===== config.mk =====
export PLATFORM = sky130hd
export DESIGN_NAME = osr_pull_ctrl_flat
export DESIGN_NICKNAME = d
export VERILOG_FILES = /design/src/rtl/osr_pull_ctrl_if.sv /design/src/rtl/osr_pull_ctrl.sv /design/src/flat_wrapper.sv
export SDC_FILE = /design/constraint.sdc
export NUM_CORES = 1
export LEC_CHECK = 0
export CAP_MARGIN = 10
export CORE_MARGIN = 2
export CORE_UTILIZATION = 33
export DETAILED_ROUTE_END_ITERATION = 10
export HOLD_SLACK_MARGIN = 0.05
export PLACE_DENSITY_LB_ADDON = 0.05
export REMOVE_ABC_BUFFERS = 1
export SLEW_MARGIN = 20
export SYNTH_ARGS = -nofsm -noshare
export SYNTH_HDL_FRONTEND = slang
export SYNTH_SLANG_ARGS = --single-unit

===== constraint.sdc =====
create_clock -name clk -period 3.8 [get_ports clk]
set_input_delay 0.76 -clock clk [delete_from_list [all_inputs] [get_ports clk]]
set_output_delay 0.76 -clock clk [all_outputs]
set_load 0.01 [all_outputs]

===== src/rtl/osr_pull_ctrl_if.sv =====
// Bundle between the instruction decoder / TX FIFO / OSR and the OSR pull controller.
// master drives requests and FIFO/OSR status; slave is the controller producing the strobes.
interface osr_pull_ctrl_if;
  logic        penable;
  logic        restart;
  logic        out_req;
  logic [4:0]  out_count;
  logic        pull_req;
  logic        pull_block;
  logic        pull_ifempty;
  logic        autopull;
  logic [4:0]  pull_thresh;
  logic [31:0] x_in;
  logic        fifo_empty;
  logic [31:0] fifo_data;
  logic [5:0]  osr_count;
  logic        fifo_pop;
  logic        osr_set;
  logic [31:0] osr_din;
  logic        osr_do_shift;
  logic [4:0]  osr_shift;
  logic        stall;
  logic [15:0] stall_cycles;

  modport master (
    output penable, restart, out_req, out_count, pull_req, pull_block, pull_ifempty,
           autopull, pull_thresh, x_in, fifo_empty, fifo_data, osr_count,
    input  fifo_pop, osr_set, osr_din, osr_do_shift, osr_shift, stall, stall_cycles
  );

  modport slave (
    input  penable, restart, out_req, out_count, pull_req, pull_block, pull_ifempty,
           autopull, pull_thresh, x_in, fifo_empty, fifo_data, osr_count,
    output fifo_pop, osr_set, osr_din, osr_do_shift, osr_shift, stall, stall_cycles
  );
endinterface


===== src/rtl/osr_pull_ctrl.sv =====
// OSR sequencing controller: chooses shift / FIFO load / X load each enabled cycle,
// drives the sequencer stall and tracks blocking waits with a saturating stall counter.
module osr_pull_ctrl (
  input  logic           clk,
  input  logic           reset,
  osr_pull_ctrl_if.slave bus
);

  typedef enum logic [1:0] {RUN, WAIT_PULL, WAIT_OUT} state_e;

  state_e      state_q, state_d;
  logic [15:0] stall_cycles_q, stall_cycles_d;
  logic [5:0]  th;
  logic        used;
  logic        have_word;
  logic        pop, set, do_shift, stall;

  assign th        = (bus.pull_thresh == 5'd0) ? 6'd32 : {1'b0, bus.pull_thresh};
  assign used      = (bus.osr_count >= th);
  assign have_word = !bus.fifo_empty;

  always_comb begin
    state_d  = state_q;
    pop      = 1'b0;
    set      = 1'b0;
    do_shift = 1'b0;
    stall    = 1'b0;

    if (bus.penable) begin
      case (state_q)
        RUN: begin
          if (bus.pull_req) begin
            if (bus.pull_ifempty && !used) begin
              stall = 1'b0;
            end else if (have_word) begin
              pop = 1'b1;
              set = 1'b1;
            end else if (bus.pull_block) begin
              stall   = 1'b1;
              state_d = WAIT_PULL;
            end else begin
              set = 1'b1;
            end
          end else if (bus.out_req) begin
            if (bus.autopull && used) begin
              // The OUT is re-presented next cycle against the refilled OSR.
              stall = 1'b1;
              if (have_word) begin
                pop = 1'b1;
                set = 1'b1;
              end else begin
                state_d = WAIT_OUT;
              end
            end else begin
              do_shift = 1'b1;
            end
          end else if (bus.autopull && used && have_word) begin
            pop = 1'b1;
            set = 1'b1;
          end
        end
        WAIT_PULL, WAIT_OUT: begin
          if (have_word) begin
            pop     = 1'b1;
            set     = 1'b1;
            stall   = (state_q == WAIT_OUT);
            state_d = RUN;
          end else begin
            stall = 1'b1;
          end
        end
        default: state_d = RUN;
      endcase
    end

    // Restart only drops the OSR strobes; the stall still counts for this cycle.
    if (reset) begin
      state_d  = RUN;
      pop      = 1'b0;
      set      = 1'b0;
      do_shift = 1'b0;
      stall    = 1'b0;
    end else if (bus.restart) begin
      state_d  = RUN;
      pop      = 1'b0;
      set      = 1'b0;
      do_shift = 1'b0;
    end

    stall_cycles_d = stall_cycles_q;
    if (bus.penable && stall && (stall_cycles_q != 16'hFFFF)) begin
      stall_cycles_d = stall_cycles_q + 16'd1;
    end
  end

  always_ff @(posedge clk) begin
    if (reset) begin
      state_q        <= RUN;
      stall_cycles_q <= 16'd0;
    end else begin
      state_q        <= state_d;
      stall_cycles_q <= stall_cycles_d;
    end
  end

  assign bus.fifo_pop     = pop;
  assign bus.osr_set      = set;
  assign bus.osr_din      = pop ? bus.fifo_data : bus.x_in;
  assign bus.osr_do_shift = do_shift;
  assign bus.osr_shift    = bus.out_count;
  assign bus.stall        = stall;
  assign bus.stall_cycles = stall_cycles_q;

endmodule


===== src/flat_wrapper.sv =====
// flat-port wrapper written by rule: the top's interface ports become plain ports
module osr_pull_ctrl_flat 
  (clk, reset, bus_penable, bus_restart, bus_out_req, bus_out_count, bus_pull_req, bus_pull_block, bus_pull_ifempty, bus_autopull, bus_pull_thresh, bus_x_in, bus_fifo_empty, bus_fifo_data, bus_osr_count, bus_fifo_pop, bus_osr_set, bus_osr_din, bus_osr_do_shift, bus_osr_shift, bus_stall, bus_stall_cycles);
  osr_pull_ctrl_if bus_i ();
  input  logic clk;
  input  logic reset;
  input wire logic [$bits(bus_i.penable)-1:0] bus_penable;
  input wire logic [$bits(bus_i.restart)-1:0] bus_restart;
  input wire logic [$bits(bus_i.out_req)-1:0] bus_out_req;
  input wire logic [$bits(bus_i.out_count)-1:0] bus_out_count;
  input wire logic [$bits(bus_i.pull_req)-1:0] bus_pull_req;
  input wire logic [$bits(bus_i.pull_block)-1:0] bus_pull_block;
  input wire logic [$bits(bus_i.pull_ifempty)-1:0] bus_pull_ifempty;
  input wire logic [$bits(bus_i.autopull)-1:0] bus_autopull;
  input wire logic [$bits(bus_i.pull_thresh)-1:0] bus_pull_thresh;
  input wire logic [$bits(bus_i.x_in)-1:0] bus_x_in;
  input wire logic [$bits(bus_i.fifo_empty)-1:0] bus_fifo_empty;
  input wire logic [$bits(bus_i.fifo_data)-1:0] bus_fifo_data;
  input wire logic [$bits(bus_i.osr_count)-1:0] bus_osr_count;
  output wire logic [$bits(bus_i.fifo_pop)-1:0] bus_fifo_pop;
  output wire logic [$bits(bus_i.osr_set)-1:0] bus_osr_set;
  output wire logic [$bits(bus_i.osr_din)-1:0] bus_osr_din;
  output wire logic [$bits(bus_i.osr_do_shift)-1:0] bus_osr_do_shift;
  output wire logic [$bits(bus_i.osr_shift)-1:0] bus_osr_shift;
  output wire logic [$bits(bus_i.stall)-1:0] bus_stall;
  output wire logic [$bits(bus_i.stall_cycles)-1:0] bus_stall_cycles;
  assign bus_i.penable = bus_penable;
  assign bus_i.restart = bus_restart;
  assign bus_i.out_req = bus_out_req;
  assign bus_i.out_count = bus_out_count;
  assign bus_i.pull_req = bus_pull_req;
  assign bus_i.pull_block = bus_pull_block;
  assign bus_i.pull_ifempty = bus_pull_ifempty;
  assign bus_i.autopull = bus_autopull;
  assign bus_i.pull_thresh = bus_pull_thresh;
  assign bus_i.x_in = bus_x_in;
  assign bus_i.fifo_empty = bus_fifo_empty;
  assign bus_i.fifo_data = bus_fifo_data;
  assign bus_i.osr_count = bus_osr_count;
  assign bus_fifo_pop = bus_i.fifo_pop;
  assign bus_osr_set = bus_i.osr_set;
  assign bus_osr_din = bus_i.osr_din;
  assign bus_osr_do_shift = bus_i.osr_do_shift;
  assign bus_osr_shift = bus_i.osr_shift;
  assign bus_stall = bus_i.stall;
  assign bus_stall_cycles = bus_i.stall_cycles;
  osr_pull_ctrl u_core (.clk(clk), .reset(reset), .bus(bus_i));
endmodule

# ---- Word level (Yosys, flattened, before mapping)
# Cells that the tools add are included.
dict set report word_totals {
  reg_bits 18
  input_bits 90
  output_inout_bits 57
  word_cells 71
}
dict set report classes {
  n_addsub 1
  n_lt_le_gt_ge 1
  n_eq_ne 9
  muxes 46
  n_reduce_logical 12
}
# op n
set ops {}
lappend ops {{$mux 1} 32}
lappend ops {{$mux 32} 1}
lappend ops {{$add 16x1->16 const B} 1}
lappend ops {{$mux 2} 8}
lappend ops {{$ne 16x16->1 const B} 1}
lappend ops {{$ne 3x3->1 const B} 3}
lappend ops {{$reduce_and 7->1} 1}
lappend ops {{$ge 6x6->1} 1}
lappend ops {{$mux 6} 1}
lappend ops {{$pmux 1 s2} 3}
lappend ops {{$logic_and 1x1->1} 5}
lappend ops {{$logic_not 5->1} 1}
lappend ops {{$ne 2x2->1 const B} 2}
lappend ops {{$pmux 2 s2} 1}
lappend ops {{$reduce_or 2->1} 2}
lappend ops {{$ne 3x2->1 const B} 1}
lappend ops {{$eq 2x1->1 const B} 1}
lappend ops {{$eq 2x2->1 const B} 1}
lappend ops {{$logic_not 1->1} 2}
lappend ops {{$logic_not 2->1} 1}

# ---- Depth between registers and ports, before layout
# Gate-level depths: netlist of run 1.
dict set report logic_depth {
  word_depth 13
  mapped_depth 12
  ltp_nobuf 10
}

# ---- Worst setup path after synthesis of run 1
# Ideal clock, no wire load.
dict set report synth_path {
  path_kind {input to output}
  startpoint {input port bus_pull_thresh[1]}
  endpoint {output port bus_osr_din[22]}
  arrival_ns 2.712
  t_required_ns 3.040
  path_slack_ns 0.328
  cell_stages 10
  path_buffers 1
  path_cell_list {nor3_1 nand3_1 ha_1 nand4_1 o221ai_1 and2_1 nand4_1 o211ai_2 buf_6 mux2_2}
}
dict set report synth_between {
  elab_chain_len 13
  word_cells_on_any_way 17
  cone_classes {order compare (1); mux (11); reduce/logical (5)}
}
# item line
set synth_rtl {}
lappend synth_rtl {{from (decl)} flat_wrapper.sv:15} ;# input wire logic [$bits(bus_i.pull_thresh)-1:0] bus_pull_thresh;
lappend synth_rtl {{$logic_not 5->1} osr_pull_ctrl.sv:18} ;# assign th = (bus.pull_thresh == 5'd0) ? 6'd32 : {1'b0, bus.pull_thresh};
lappend synth_rtl {{$mux 6 *} osr_pull_ctrl.sv:18}
lappend synth_rtl {{$ge 6x6->1 *} osr_pull_ctrl.sv:19} ;# assign used = (bus.osr_count >= th);
lappend synth_rtl {{$logic_and 1x1->1} {osr_pull_ctrl.sv:45, osr_pull_ctrl.sv:57}}
lappend synth_rtl {{$logic_and 1x1->1} osr_pull_ctrl.sv:57} ;# end else if (bus.autopull && used && have_word) begin
lappend synth_rtl {{$mux 1} osr_pull_ctrl.sv:57}
lappend synth_rtl {{$mux 1} osr_pull_ctrl.sv:44} ;# end else if (bus.out_req) begin
lappend synth_rtl {{$mux 1 *} osr_pull_ctrl.sv:32} ;# if (bus.pull_req) begin
lappend synth_rtl {{$pmux 1 s2 *} osr_pull_ctrl.sv:30} ;# case (state_q)
lappend synth_rtl {{$mux 1 *} osr_pull_ctrl.sv:29} ;# if (bus.penable) begin
lappend synth_rtl {{$mux 1 *} osr_pull_ctrl.sv:83} ;# end else if (bus.restart) begin
lappend synth_rtl {{$mux 1 *} osr_pull_ctrl.sv:77} ;# if (reset) begin
lappend synth_rtl {{named net bus_fifo_pop} flat_wrapper.sv:20} ;# output wire logic [$bits(bus_i.fifo_pop)-1:0] bus_fifo_pop;
lappend synth_rtl {{$mux 32 *} osr_pull_ctrl.sv:108} ;# assign bus.osr_din = pop ? bus.fifo_data : bus.x_in;
lappend synth_rtl {{to (decl)} flat_wrapper.sv:22} ;# output wire logic [$bits(bus_i.osr_din)-1:0] bus_osr_din;
# The timed path passes the listed nets; every way through them passes the cells marked *.

# ---- Final worst setup path of run 1
dict set report layout_path {
  startpoint {input port reset}
  endpoint {output port bus_osr_din[11]}
}
dict set report layout_between {
  elab_chain_len 2
}
# item line
set layout_rtl {}
lappend layout_rtl {{from (decl)} flat_wrapper.sv:6} ;# input logic reset;
lappend layout_rtl {{$mux 1} osr_pull_ctrl.sv:77}
lappend layout_rtl {{$mux 32} osr_pull_ctrl.sv:108}
# No other way between the ends.

==> impl_metrics.csv, run 1 <==
group,metric,value,unit
logic_synthesis,ys_ff_latch,18,
worst_setup_path,crit_buf_inv,5,
clocking,worstSkewPairLatency,250,ps
grt,grt_first_pass_wirelength,11800,um
floorplanning,fp.dieArea,0.00591,sq mm
sta,final.setup_skew,1.23,ps
worst_setup_path,critPathRequiredTime,3040,ps
logic_synthesis,syn_area,0.00175,sq mm
sta,worst_pin_slew,507,ps
power_and_ir_drop,vdd_drop_max,0.103,mV
power_and_ir_drop,power,618,uW
outcome,violations,"setup timing",
worst_setup_path,cpMaxStageDelayCell,"or3b_4",
grt,grt_pass1_vias,2422,
sta,fin_crit_sh,101,%
floorplanning,num_rows,26,
worst_hold_path,min-delay-start,"u_core.bus.stall_cycles[15]",
placement,pre_cts_ws,-595,ps
power_and_ir_drop,p_leak,1.57,nW
finish,fin_cells,428,
sta,maxSlewViolCount,0,
clocking,cts_tree,"yes",
worst_setup_path,r2r-start,"u_core.bus.stall_cycles[0]",
sta,setup_violations,23,
worst_setup_path,worstSetupPathType,"primary input to output port",
logic_synthesis,synth-seq-area-share,20.6,%
logic_synthesis,synth_common_cells,"33 x mux2_2, 18 x dfxtp_1, 14 x a21oi_1",
route,drc_errors,0,
worst_setup_path,worst_path_dominant_cell_family,"buffers and inverters",
logic_synthesis,synth_edf_count,0,
clocking,cts_root_buf,"clkbuf_8",
floorplanning,initial_core_util,34.3,%
placement,hpwl,5170,um
power_and_ir_drop,power.density,165,mW/mm^2
logic_synthesis,synth_flop_cell,"dfxtp_1",
logic_synthesis,synth_top_cell_by_area,"mux2_2",
sta,final_hold_viol_count,0,
route,vias,2227,
logic_synthesis,syn-mean-instance-area,8.54,sq um
grt,grt_usage,24.8,%
clocking,cts.path.max_buffers,2,
worst_setup_path,cp-end-kind,"output port",
route,post_drt_wl_per_cell,17.1,um
floorplanning,die_h,76.9,um
clocking,cts_buffers,3,
floorplanning,die_x,76.9,um
clocking,cts.sinks,18,
logic_synthesis,async_reset_ff_share,0,%
worst_setup_path,path_cells,"clkdlybuf4s50_1, or3b_4, nor3_4, nand3_2, o211ai_4, buf_12, buf_12, buf_12, mux2_4, buf_6",
outcome,status,"finished, violations left",
finish,drive_gt1_share,33.8,%
placement,gp_congestion,0.855,
clocking,htreeDepth,1,
finish,finalNetCount,460,
grt,overflow,0,
route,postRouteAntennaNets,0,
logic_synthesis,post-synth-top-count-cell,"mux2_2",
sta,fmax,260,MHz
logic_synthesis,synthCells,205,
worst_hold_path,worst_hold_path_type,"flip-flop to flip-flop",
grt,grt_max_degree,22,
placement,port_buffers,136,
sta,min_period,3850,ps
finish,area_delta_synth_final,114,%
route,drt_first_iter_violations,81,
route,routed_wl,7340,um
worst_setup_path,start_kind,"primary input",
floorplanning,ios,147,
route,vias_per_cell,5.20,
logic_synthesis,ys_types,45,
finish,insertedDiodeCount,0,
worst_setup_path,startpoint,"reset",
route,first_pass_iters,4,
worst_setup_path,path_common_cell,"buf_12",
sta,whs,499,ps
clocking,clk_pin_slew,70,ps
sta,final.setup.worst_slack,-52.7,ps
worst_setup_path,worstPathArrival,3090,ps
sta,rsz0062_at_grt,"yes",
grt,antenna_found_initial,0,
logic_synthesis,yosysTopAreaCellShare,21.2,%
logic_synthesis,yosysWarningCount,0,
flow_run,max_cap_violations,0,
floorplanning,core,0.00511,sq mm
logic_synthesis,synth.area.top_cells,"mux2_2 21%, dfxtp_1 21%, ha_1 7.1%",
worst_setup_path,critPathMaxStageDelay,440,ps
sta,slew_headroom,66.0,%
worst_setup_path,worstPathMaxFanout,8,
placement,placedCellCount,414,
-- power by group --
| group | leakage (nW) | switching, mW | internal (mW) | total, mW |
|---|---|---|---|---|
| clock network | 0.0216 | 0.0622 | 0.0703 | 0.132 |
| registers | 0.145 | 0.00124 | 0.190 | 0.191 |
| logic | 1.41 | 0.103 | 0.191 | 0.295 |
-- cell families (layout without fill, tap and decap cells) --
kind of cell / count (synthesis) / in the layout / share of synthesized area [%]
buffers and inverters: 24 / 177 / 8.00
AND/OR/NAND/NOR: 71 / 71 / 23.1
multiplexers: 34 / 34 / 21.8
AO/OA/AOI/OAI: 45 / 45 / 17.9
flip-flops: 18 / 18 / 20.6
adder cells (fa/ha/maj): 10 / 10 / 7.14
XOR/XNOR: 3 / 3 / 1.50
-- through the flow --
step | area, sq um | util (%) | setup TNS, ps
after floorplan | 1650 | - | -5000
after global placement | 3250 | 63.7 | -18240
after detailed placement | 3250 | 63.7 | -18780
after CTS | 3720 | 72.9 | 0
after global routing | 3740 | 73.2 | -1880
final | 3740 | 73.2 | -929
-- per-layer routing --
layer  up-vias  GRT usage (%)  wire length, um
met3        10           8.24              656
met2       108           47.6             3890
met1      1040           24.9             2650
li1       1069              -                -
met4         0           7.82              142
met5         -              0                0
-- worst paths after layout --
path,cells after the start,slack (ps),end
min,2,500,u_core.bus.stall_cycles[15]
min reg2reg,2,500,u_core.bus.stall_cycles[15]
max,10,-50,bus_osr_din[11]
max reg2reg,8,1560,u_core.bus.stall_cycles[10]
-- registers in the layout, summed over array words and instances (netlist names) --
name and flops:
u_core.bus.stall_cycles 16, u_core.state_q 2
-- cells in the final DEF (no fill, tap or decap), types with 8 or more instances in the layout --
| master | Yosys | final |
|---|---|---|
| buf_4 | 5 | 19 |
| nor2_1 | 12 | 12 |
| ha_1 | 10 | 8 |
| a21oi_1 | 14 | 13 |
| dlygate4sd2_1 | 0 | 10 |
| mux2_4 | 0 | 32 |
| dfxtp_1 | 18 | 18 |
| nand3_1 | 10 | 8 |
| nand2_1 | 13 | 13 |
| buf_6 | 4 | 35 |
| clkdlybuf4s50_1 | 0 | 90 |
-- tightest hold or removal path: stages, from the launching register on --
cell     delay (ps)
dfxtp_1         330
o31ai_1          70
a21oi_1          50
-- final cells by class --
cell class | count | area, sq um
Timing Repair Buffer | 165 | 1750
Multi-Input combinational cell | 163 | 1470
Tap cell | 70 | 87.6
Inverter | 9 | 33.8
Fill cell | 399 | 1370
Clock buffer | 3 | 41.3
Sequential cell | 18 | 360
-- timing repair --
item	4_1_cts	5_1_grt
cloned	4	0
hold buffers	0	0
endpoints found under the setup margin	36	32
setup buffers	8	0
endpoints found under the hold margin	0	0
gates resized for setup	239	5
pin swaps	14	8
Note: power is estimated with default switching activity, not from simulation.
==> run 2: changes to the inputs <==
--- a/config.mk
+++ b/config.mk
@@ -7,9 +7,11 @@
 export LEC_CHECK = 0
 export CAP_MARGIN = 10
 export CORE_MARGIN = 2
-export CORE_UTILIZATION = 33
+export CORE_UTILIZATION = 40
 export DETAILED_ROUTE_END_ITERATION = 10
+export DONT_BUFFER_PORTS = 1
 export HOLD_SLACK_MARGIN = 0.05
+export MAX_ROUTING_LAYER = met4
 export PLACE_DENSITY_LB_ADDON = 0.05
 export REMOVE_ABC_BUFFERS = 1
 export SLEW_MARGIN = 20
==> impl_metrics.csv, run 2 (synthesis results as in run 1) <==
group,metric,value,unit
sta,fmax,272,MHz
flow_run,max_cap_violations,0,
finish,largest_reg_flops,16,
floorplanning,die_x,70.2,um
worst_setup_path,r2r-start,"u_core.state_q[0]",
sta,final.setup_skew,2.12,ps
worst_setup_path,r2r_slack,1430,ps
power_and_ir_drop,vdd_drop_max,0.165,mV
grt,grt_usage,19.8,%
clocking,cts.sinks,18,
sta,min_period,3670,ps
worst_setup_path,path_cells,"nor3_1, nand3_1, ha_4, nand4_1, o221ai_2, and2_4, nand4_1, o211ai_4, clkbuf_16, mux2_2",
clocking,cts_tree,"yes",
worst_hold_path,min-delay-start,"u_core.bus.stall_cycles[15]",
power_and_ir_drop,power.density,235,mW/mm^2
route,vias_per_cell,6.39,
sta,final_hold_viol_count,0,
finish,multi_input_area,0.00128,sq mm
worst_setup_path,r2r_cells,7,
clocking,htreeDepth,1,
sta,maxSlewViolCount,0,
grt,grt_first_pass_wirelength,7540,um
floorplanning,ios,147,
finish,final_common_cell,"mux2_2",
clocking,post_cts.repair.setup_buffers,0,
worst_setup_path,critPathMaxStageDelay,370,ps
finish,finalNetCount,299,
finish,nFillCells,431,
floorplanning,fp.dieArea,0.00492,sq mm
worst_hold_path,whs_endpoint,"u_core.bus.stall_cycles[15]",
floorplanning,num_rows,24,
worst_setup_path,cp-end-kind,"output port",
power_and_ir_drop,p_leak,0.683,nW
grt,overflow,0,
route,drt_first_iter_violations,69,
clocking,cts.path.max_buffers,2,
sta,worst_pin_slew,717,ps
grt,antenna_found_initial,1,
placement,gp_congestion,0.807,
finish,area.sequential,360,sq um
worst_hold_path,holdPathStages,2,
worst_setup_path,critPathRequiredTime,3040,ps
worst_setup_path,cpMaxStageDelayCell,"mux2_2",
floorplanning,core,0.00429,sq mm
clocking,worstSkewPairLatency,250,ps
route,drc_errors,0,
finish,layout_common_cells,"33 x mux2_2, 18 x dfxtp_1, 14 x a21oi_1",
clocking,hold_buffers,0,
sta,rsz0062_at_grt,"no",
worst_setup_path,worstPathMaxFanout,8,
worst_setup_path,worstSetupPathType,"primary input to output port",
grt,grt_max_degree,34,
finish,area_delta_synth_final,7.29,%
sta,fin_crit_sh,96.7,%
clocking,cts_root_buf,"clkbuf_8",
finish,fin_cells,251,
worst_setup_path,path_common_cell,"nand4_1",
placement,hpwl,4130,um
worst_setup_path,start_kind,"primary input",
route,postRouteAntennaNets,0,
worst_hold_path,worst_hold_path_type,"flip-flop to flip-flop",
placement,port_buffers,0,
route,vias,1605,
outcome,status,"completed",
route,routed_wl,5160,um
placement,placedCellCount,243,
sta,setup_violations,0,
clocking,cts_buffers,3,
floorplanning,initial_core_util,40.8,%
route,first_pass_iters,4,
worst_setup_path,worstPathArrival,2910,ps
worst_setup_path,reg2reg_to,"u_core.bus.stall_cycles[1]",
finish,drive_gt1_share,26.3,%
route,post_drt_wl_per_cell,20.6,um
floorplanning,die_h,70.2,um
power_and_ir_drop,power,442,uW
sta,slew_headroom,52.1,%
grt,grt_pass1_vias,1441,
clocking,clk_pin_slew,70,ps
-- run 2: changes by cell type in the layout (fill, tap and decap cells not counted), sizes merged --
cell,before,now
buf,64,2
dlymetal6s2s,1,0
dlygate4sd2,10,0
diode,0,1
clkdlybuf4s50,90,0
clkbuf,3,6
-- run 2: worst max-delay path, delay by kind of cell --
kind	cells	cell delay, ps
buffers and inverters	1	230
adder cells (fa/ha/maj)	1	300
AO/OA/AOI/OAI	2	470
AND/OR/NAND/NOR	5	770
multiplexers	1	370
-- run 2: layout make-up --
type                            count  area share, %
Antenna cell                        1          0.133
Clock buffer                        4           2.93
Inverter                            9           1.80
Multi-Input combinational cell    163           68.2
Sequential cell                    18           19.2
Tap cell                           52           3.46
Timing Repair Buffer                4           4.33
-- run 2: worst max path at each step --
| stage | cells after the start | start | endpoint |
|---|---|---|---|
| final | 10 | bus_pull_thresh[1] | bus_osr_din[26] |
| after global routing | 10 | bus_pull_thresh[1] | bus_osr_din[24] |
| after CTS | 10 | bus_pull_thresh[1] | bus_osr_din[15] |
| after detailed placement | 10 | bus_pull_thresh[1] | bus_osr_din[15] |
| after global placement | 10 | bus_pull_thresh[1] | bus_osr_din[15] |
| after floorplan | 8 | bus_pull_thresh[1] | bus_osr_din[0] |
-- run 2: repair_timing --
action,in CTS,in global routing
resized for setup,0,4
endpoints found under the hold margin,0,0
endpoints found under the setup margin,0,33
-- run 2: stage by stage --
stage | setup slack, ps | hold slack [ps] | cell area [sq um] | util (%) | TNS (ps)
after floorplan | -156 | 498 | 1650 | - | -5000
after global placement | 231 | 517 | 1730 | 40.3 | 0
after detailed placement | 121 | 528 | 1730 | 40.3 | 0
after CTS | 117 | 538 | 1790 | 41.6 | 0
after global routing | 1.07 | 547 | 1880 | 43.8 | 0
final | 127 | 531 | 1880 | 43.8 | 0
-- run 2: power breakdown --
part	switching [mW]	leakage, nW	total (mW)	internal, mW
clock	0.0643	0.0288	0.156	0.0920
combinational	0.0538	0.509	0.0949	0.0411
sequential	0.00164	0.145	0.191	0.190
-- run 2: routing by layer --
| layer | up-vias | track usage [%] | wire length [um] |
|---|---|---|---|
| li1 | 753 | - | - |
| met1 | 748 | 21.6 | 1940 |
| met2 | 104 | 34.9 | 2740 |
| met3 | 0 | 7.65 | 479 |
| met4 | 0 | 2.56 | 0 |
| met5 | - | - | 0 |
